`src/rtl/lc3b_types.sv`:
```
// Shared L2 types: geometry constants, data-array FSM states, field typedefs.
// Latency: n/a (declarations only).
// Backpressure: n/a (declarations only).
package lc3b_types;

    // Default L2 geometry
    localparam int L2_WIDTH      = 128;
    localparam int L2_INDEX_BITS = 4;
    localparam int L2_WAYS       = 2;

    // Data-array controller states
    typedef enum logic {
        SWEEP = 1'b0,
        IDLE  = 1'b1
    } l2_arr_state_t;

    typedef logic [L2_INDEX_BITS-1:0]   l2_index_t;
    typedef logic [$clog2(L2_WAYS)-1:0] l2_way_t;
    typedef logic [L2_WIDTH/8-1:0]      l2_mask_t;
    typedef logic [L2_WIDTH-1:0]        l2_line_t;

endpackage

```
`src/rtl/l2_way_bank.sv`:
```
// One way of L2 data storage: flop array with byte-masked write and line clear.
// Latency: write lands on the next rising edge; read is combinational at ridx.
// Backpressure: none; the bank accepts a write every cycle.
//
// Ports:
//   clk           rising-edge clock
//   clr           zero the whole line at widx (wins over we)
//   we            byte-masked write of wdata at widx
//   widx/wmask/wdata  write port
//   ridx/rdata    combinational read port
module l2_way_bank
    import lc3b_types::*;
#(
    parameter int WIDTH      = L2_WIDTH,
    parameter int INDEX_BITS = L2_INDEX_BITS
) (
    input  logic                  clk,
    input  logic                  clr,
    input  logic                  we,
    input  logic [INDEX_BITS-1:0] widx,
    input  logic [WIDTH/8-1:0]    wmask,
    input  logic [WIDTH-1:0]      wdata,
    input  logic [INDEX_BITS-1:0] ridx,
    output logic [WIDTH-1:0]      rdata
);

    localparam int SETS   = 2**INDEX_BITS;
    localparam int NBYTES = WIDTH/8;

    logic [WIDTH-1:0] mem [SETS];

    // No reset on storage: contents are scrubbed by the controller's sweep.
    always_ff @(posedge clk) begin
        if (clr) begin
            mem[widx] <= '0;
        end else if (we) begin
            for (int b = 0; b < NBYTES; b++) begin
                if (wmask[b]) begin
                    mem[widx][8*b +: 8] <= wdata[8*b +: 8];
                end
            end
        end
    end

    assign rdata = mem[ridx];

endmodule

```
`src/rtl/l2_data_array_mw.sv`:
```
// Multi-way L2 data array: single request port, byte-masked writes, zero sweep.
// Latency: 1 cycle from accepted request to resp_valid (reads and writes alike).
// Backpressure: req_ready drops while a response is held with resp_ready low,
//               during a sweep, and on the cycle clear_req is raised.
//
// Ports:
//   clk, rst_n                 clock, async active-low reset (starts a sweep)
//   clear_req / init_busy      on-demand zero sweep / sweep in progress
//   req_valid/req_ready        request handshake
//   req_write, req_way, req_index, req_wmask, req_wdata   request payload
//   resp_valid/resp_ready      response handshake
//   resp_data                  read line, or merged line after a write
module l2_data_array_mw
    import lc3b_types::*;
#(
    parameter int WIDTH      = L2_WIDTH,
    parameter int INDEX_BITS = L2_INDEX_BITS,
    parameter int WAYS       = L2_WAYS
) (
    input  logic                    clk,
    input  logic                    rst_n,
    input  logic                    clear_req,
    output logic                    init_busy,
    input  logic                    req_valid,
    output logic                    req_ready,
    input  logic                    req_write,
    input  logic [$clog2(WAYS)-1:0] req_way,
    input  logic [INDEX_BITS-1:0]   req_index,
    input  logic [WIDTH/8-1:0]      req_wmask,
    input  logic [WIDTH-1:0]        req_wdata,
    output logic                    resp_valid,
    input  logic                    resp_ready,
    output logic [WIDTH-1:0]        resp_data
);

    localparam int WB     = $clog2(WAYS);
    localparam int NBYTES = WIDTH/8;
    localparam logic [INDEX_BITS-1:0] LAST_SET = '1;

    l2_arr_state_t         state;
    logic [INDEX_BITS-1:0] sweep_cnt;

    logic                  sweeping;
    logic                  accept;
    logic [INDEX_BITS-1:0] bank_widx;
    logic [WAYS-1:0]       way_we;
    logic [WIDTH-1:0]      rd_line [WAYS];
    logic [WIDTH-1:0]      rd_sel;
    logic [WIDTH-1:0]      merged;

    assign sweeping  = (state == SWEEP);
    assign init_busy = sweeping;

    // Accept only when idle, no clear is being requested, and the output
    // register is empty or draining this cycle.
    assign req_ready = !sweeping && !clear_req && (!resp_valid || resp_ready);
    assign accept    = req_valid && req_ready;

    // During a sweep the write port is owned by the sweep counter.
    assign bank_widx = sweeping ? sweep_cnt : req_index;

    for (genvar w = 0; w < WAYS; w++) begin : g_way
        assign way_we[w] = accept && req_write && (req_way == WB'(w));

        l2_way_bank #(
            .WIDTH      (WIDTH),
            .INDEX_BITS (INDEX_BITS)
        ) u_bank (
            .clk   (clk),
            .clr   (sweeping),
            .we    (way_we[w]),
            .widx  (bank_widx),
            .wmask (req_wmask),
            .wdata (req_wdata),
            .ridx  (req_index),
            .rdata (rd_line[w])
        );
    end

    assign rd_sel = rd_line[req_way];

    // Merged line = what the bank will hold after this write; it is also the
    // write response, so the response never has to re-read storage.
    always_comb begin
        merged = rd_sel;
        for (int b = 0; b < NBYTES; b++) begin
            if (req_wmask[b]) begin
                merged[8*b +: 8] = req_wdata[8*b +: 8];
            end
        end
    end

    always_ff @(posedge clk or negedge rst_n) begin
        if (!rst_n) begin
            state      <= SWEEP;
            sweep_cnt  <= '0;
            resp_valid <= 1'b0;
            resp_data  <= '0;
        end else begin
            case (state)
                SWEEP: begin
                    sweep_cnt <= sweep_cnt + INDEX_BITS'(1);
                    if (sweep_cnt == LAST_SET) begin
                        state <= IDLE;
                    end
                end
                IDLE: begin
                    if (clear_req) begin
                        state     <= SWEEP;
                        sweep_cnt <= '0;
                    end
                end
                default: begin
                    state     <= SWEEP;
                    sweep_cnt <= '0;
                end
            endcase

            // A held response keeps draining while a sweep runs; accept is
            // never true during a sweep, so only the drain branch applies.
            if (accept) begin
                resp_valid <= 1'b1;
                resp_data  <= req_write ? merged : rd_sel;
            end else if (resp_ready) begin
                resp_valid <= 1'b0;
                resp_data  <= '0;
            end
        end
    end

endmodule

```
`config.mk`:
```
export PLATFORM = sky130hd
export DESIGN_NAME = l2_data_array_mw
export DESIGN_NICKNAME = d
export VERILOG_FILES = /design/src/rtl/lc3b_types.sv /design/src/rtl/l2_way_bank.sv /design/src/rtl/l2_data_array_mw.sv
export SDC_FILE = /design/constraint.sdc
export NUM_CORES = 2
export LEC_CHECK = 0
export BUFFER_PORTS_ARGS = -buffer_cell sky130_fd_sc_hd__buf_4
export CORE_ASPECT_RATIO = 0.9
export CORE_MARGIN = 1.5
export CORE_UTILIZATION = 25
export DETAILED_ROUTE_END_ITERATION = 8
export SYNTH_ARGS = -nofsm -noshare
export SYNTH_HDL_FRONTEND = slang
export SYNTH_SLANG_ARGS = --single-unit
```
`constraint.sdc`:
```
create_clock -name clk -period 4.38 [get_ports clk]
set_clock_uncertainty 0.1 [all_clocks]
set_input_delay 0.657 -clock clk [delete_from_list [all_inputs] [get_ports clk]]
set_output_delay 0.657 -clock clk [all_outputs]
set_load 0.1 [all_outputs]
```
==> summary.md <==
| Metric | Value |
|---|---|
| Number of search-and-repair iterations in the first detailed-routing pass | 5 |
| Root buffer cell | clkbuf_16 |
| GR Util met2 | about 22% |
| HPWL reported at the end of detailed placement | approximately 300,000 microns |
| Effective utilization at floorplan | between 20 and 30% |
| Wirelength per Cell | between 20 and 30 microns |
| Achievable Freq | around 240 MHz |
| Setup WS pre-CTS | roughly 0.40 ns |
| Largest net degree at the start of global routing | 129 |
| Max H-tree Level | 5 |
| Count of maximum capacitance violations | 0 |
| Class of the most critical hold timing path | in -> reg |
| Power Dens Cells | roughly 560 mW/mm^2 |
| Wire length of the first global-routing pass | about 650,000 microns |
| Hold Violations, Final | 0 |
| Final number of max-transition violations | 0 |
| Nets | a little over 9,000 |
| Most frequent cells in the layout | edfxtp_1 (4,096), mux2i_1 (768), mux4_2 (640) |
| Type of the setup path with the least slack | reg -> out |
| Final core area utilization | 29.63% |
| Clock sink total | around 4,200 |
| Post-layout min period | between 4 and 5 ns |
| Clock latency on the worst-skew pair | 1.00 ns |
| Outcome | complete, no violations |
| Unrepaired setup endpoints after global routing | false |
| Final wirelength | between 400,000 and 500,000 microns |
| Synthesized netlist net count | 8,676 |
| Actual slew at the worst max-slew pin | around 1.4 ns |
| Met3 usage | ~2.8% |
| Highest fanout seen on the critical path | 17 |
| Final number of setup-violating endpoints | 0 |
| Detailed-route DRC error count | 0 |
| Ys Warns | 0 |
| Hold Worst Slack | 0.07855 ns |
| Overall die area | between 0.6 and 0.7 sq mm |
| CTS buffer count | ~420 |
| Mapped Cells | 8,520 |
| Buffer levels on the longest clock path | 4 |
| Vias in the first global route | 85,820 |
| Number of non-filler instances in the completed layout | between 15,000 and 20,000 |
| Synth Cell Area | around 0.17 sq mm |
| Number of storage elements in the synthesis netlist | between 4,000 and 5,000 |
| Area growth, synth to finish | 18.10% |
| CP required | 3.62 ns |
| Number of flops mapped to enable cells by yosys | about 4,100 |
| Area of the placeable core | about 0.66 sq mm |
| Top-area cell type share of the netlist area | 74.29% |
| Violation count after the first detailed-route iteration | a little under 9,000 |
| PostCTS Resize Cnt | 0 |
| Post-Synthesis Mean Instance Area | between 15 and 20 sq um |
| Most used routing layer | met2 |
| Ratio of routed vias to standard cells | between 4 and 5 |
| Die Span Y | about 780 microns |
| Detail Route Antenna Nets | 0 |
| Number of I/O pins | about 290 |
| Hold buffers post-CTS | 126 |
| Die boundary width | between 800 and 900 microns |
| Most common library cell in the layout ignoring fill and taps | edfxtp_1 |
| Startpoint type of the worst setup path | flip-flop |
| Area leader, netlist | edfxtp_1 |
| Count of placed standard cells including taps | between 15,000 and 20,000 |
| Cell types occupying the most area after synthesis | edfxtp_1 (74%), mux4_2 (8.7%), mux2i_1 (4.6%), dfrtp_1 (2.0%), a22oi_1 (1.7%) |
| Most frequently used flop master after synthesis | edfxtp_1 |
| Antenna violations before repair | 65 |
| Number of buffers inserted by post-CTS setup repair | 0 |
| Sequential cell area fraction in the yosys report | 76.31% |
| Cell Rows | ~280 |
| Arrival time of the worst setup path | roughly 3.5 ns |
| Fraction of final layout cells with drive strength greater than 1 | 22.43% |
| Crit path capture type | primary output |
| Maximum vdd drop | 0.3937 mV |
| Count of different cell masters after synthesis | 48 |
| Fin worst setup slack | ~0.13 ns |
| Vias after detailed routing | 85,510 |
| Crit share post-route | around 97% |
| Number of buffers added on ports | between 200 and 300 |
| Total global routing track utilization | 13.44% |
| CTS tree | built |
| Proportion of synthesized flip-flops having asynchronous set or reset | under 10% |
| Static leakage power | 63.43 nW |
| Setup TNS | 0 ns |
| Slew headroom | 7.675% |
| Clock-pin slew on the worst setup and hold paths | 0.06 ns |
| Global placer's final weighted congestion | around 0.77 |
| Overflow after GRT | 0 |
| Met1 capacity usage during global routing | between 15 and 20% |
## kinds of logic after synthesis
logic type / count (synthesis) / share of synthesized area [%]
adders and majority gates: 1 / 0.007555
AOI/OAI and AO/OA: 941 / 4.058
muxes: 1536 / 14.22
xor gates and xnor gates: 2 / 0.01058
DFF: 4230 / 76.31
buffers and inverters: 577 / 1.609
and+or+nand+nor: 1233 / 3.786
## sequential cells by signal (all words and copies together), names as in the netlist
name and flops:
g_way.u_bank.mem 4096, resp_data 128, sweep_cnt 4, resp_valid 1, state 1
## cell usage after synthesis, types with 5 or more instances
| cell | n |
|---|---|
| a22oi_1 | 384 |
| a31oi_1 | 32 |
| and2_1 | 16 |
| and3_1 | 256 |
| buf_1 | 57 |
| buf_2 | 209 |
| buf_4 | 55 |
| clkbuf_1 | 246 |
| dfrtp_1 | 134 |
| edfxtp_1 | 4096 |
| mux2_2 | 128 |
| mux2i_1 | 768 |
| mux4_2 | 640 |
| nand2_1 | 149 |
| nand2b_1 | 131 |
| nand3_1 | 5 |
| nand4_1 | 128 |
| nor2_1 | 514 |
| nor4_2 | 7 |
| nor4_4 | 10 |
| o21ai_0 | 127 |
| o22a_1 | 128 |
| o22ai_1 | 129 |
| o31ai_1 | 129 |
## where the power goes
group,internal (mW),switching (mW)
Sequential,54.1,2.01
Combinational,5.16,12.5
Clock,21.0,15.6
## final cells by class
cell class	count	area, sq um
diodes	27	67.56
inverters	6	26.28
flip-flops and latches	4230	126400
clock buffers	523	11180
repair buffers	819	7253
clock inverters	258	2809
multi-input cells	3713	36800
well taps	8835	11050
fillers	64340	464500
## routing by layer
layer  vias to the layer above  share of wire (%)
met3                       668                7.4
met1                     45310                 42
met4                        30                2.8
met2                      3195                 48
met5                         -              0.041
li1                      36310                  -
## critical path: stages, from the launching register on
cell and delay, ns:
dfrtp_1 0.68, nand2b_4 0.26, buf_4 0.34, nor2_1 0.81, buf_4 0.44
## stage by stage
| step | instance area, sq um | total power [mW] |
|---|---|---|
| after global placement | 180200 | 74.18 |
| after CTS | 195500 | 111.2 |
| after floorplan | 165600 | 66.04 |
| after detailed placement | 180200 | 74.65 |
| after global routing | 195500 | 114.0 |
| final | 195500 | 110.3 |
## path summary, 6_finish.rpt
path / start / endpoint / slack, ns / cells past startpoint
max: state$_DFF_PN0_ / req_ready / 0.13 / 4
min: req_wdata[95] / resp_data[95]$_DFFE_PN0P_ / 0.08 / 4
max reg2reg: state$_DFF_PN0_ / g_way[1].u_bank.mem[8][126]$_DFFE_PP_ / 0.81 / 5
min reg2reg: resp_valid$_DFFE_PN0P_ / resp_valid$_DFFE_PN0P_ / 0.50 / 2
max in group asynchronous: rst_n / sweep_cnt[2]$_DFFE_PN0P_ / 2.93 / 3
min in group asynchronous: rst_n / resp_data[75]$_DFFE_PN0P_ / 0.28 / 2
(Power assumes the default switching activity.)
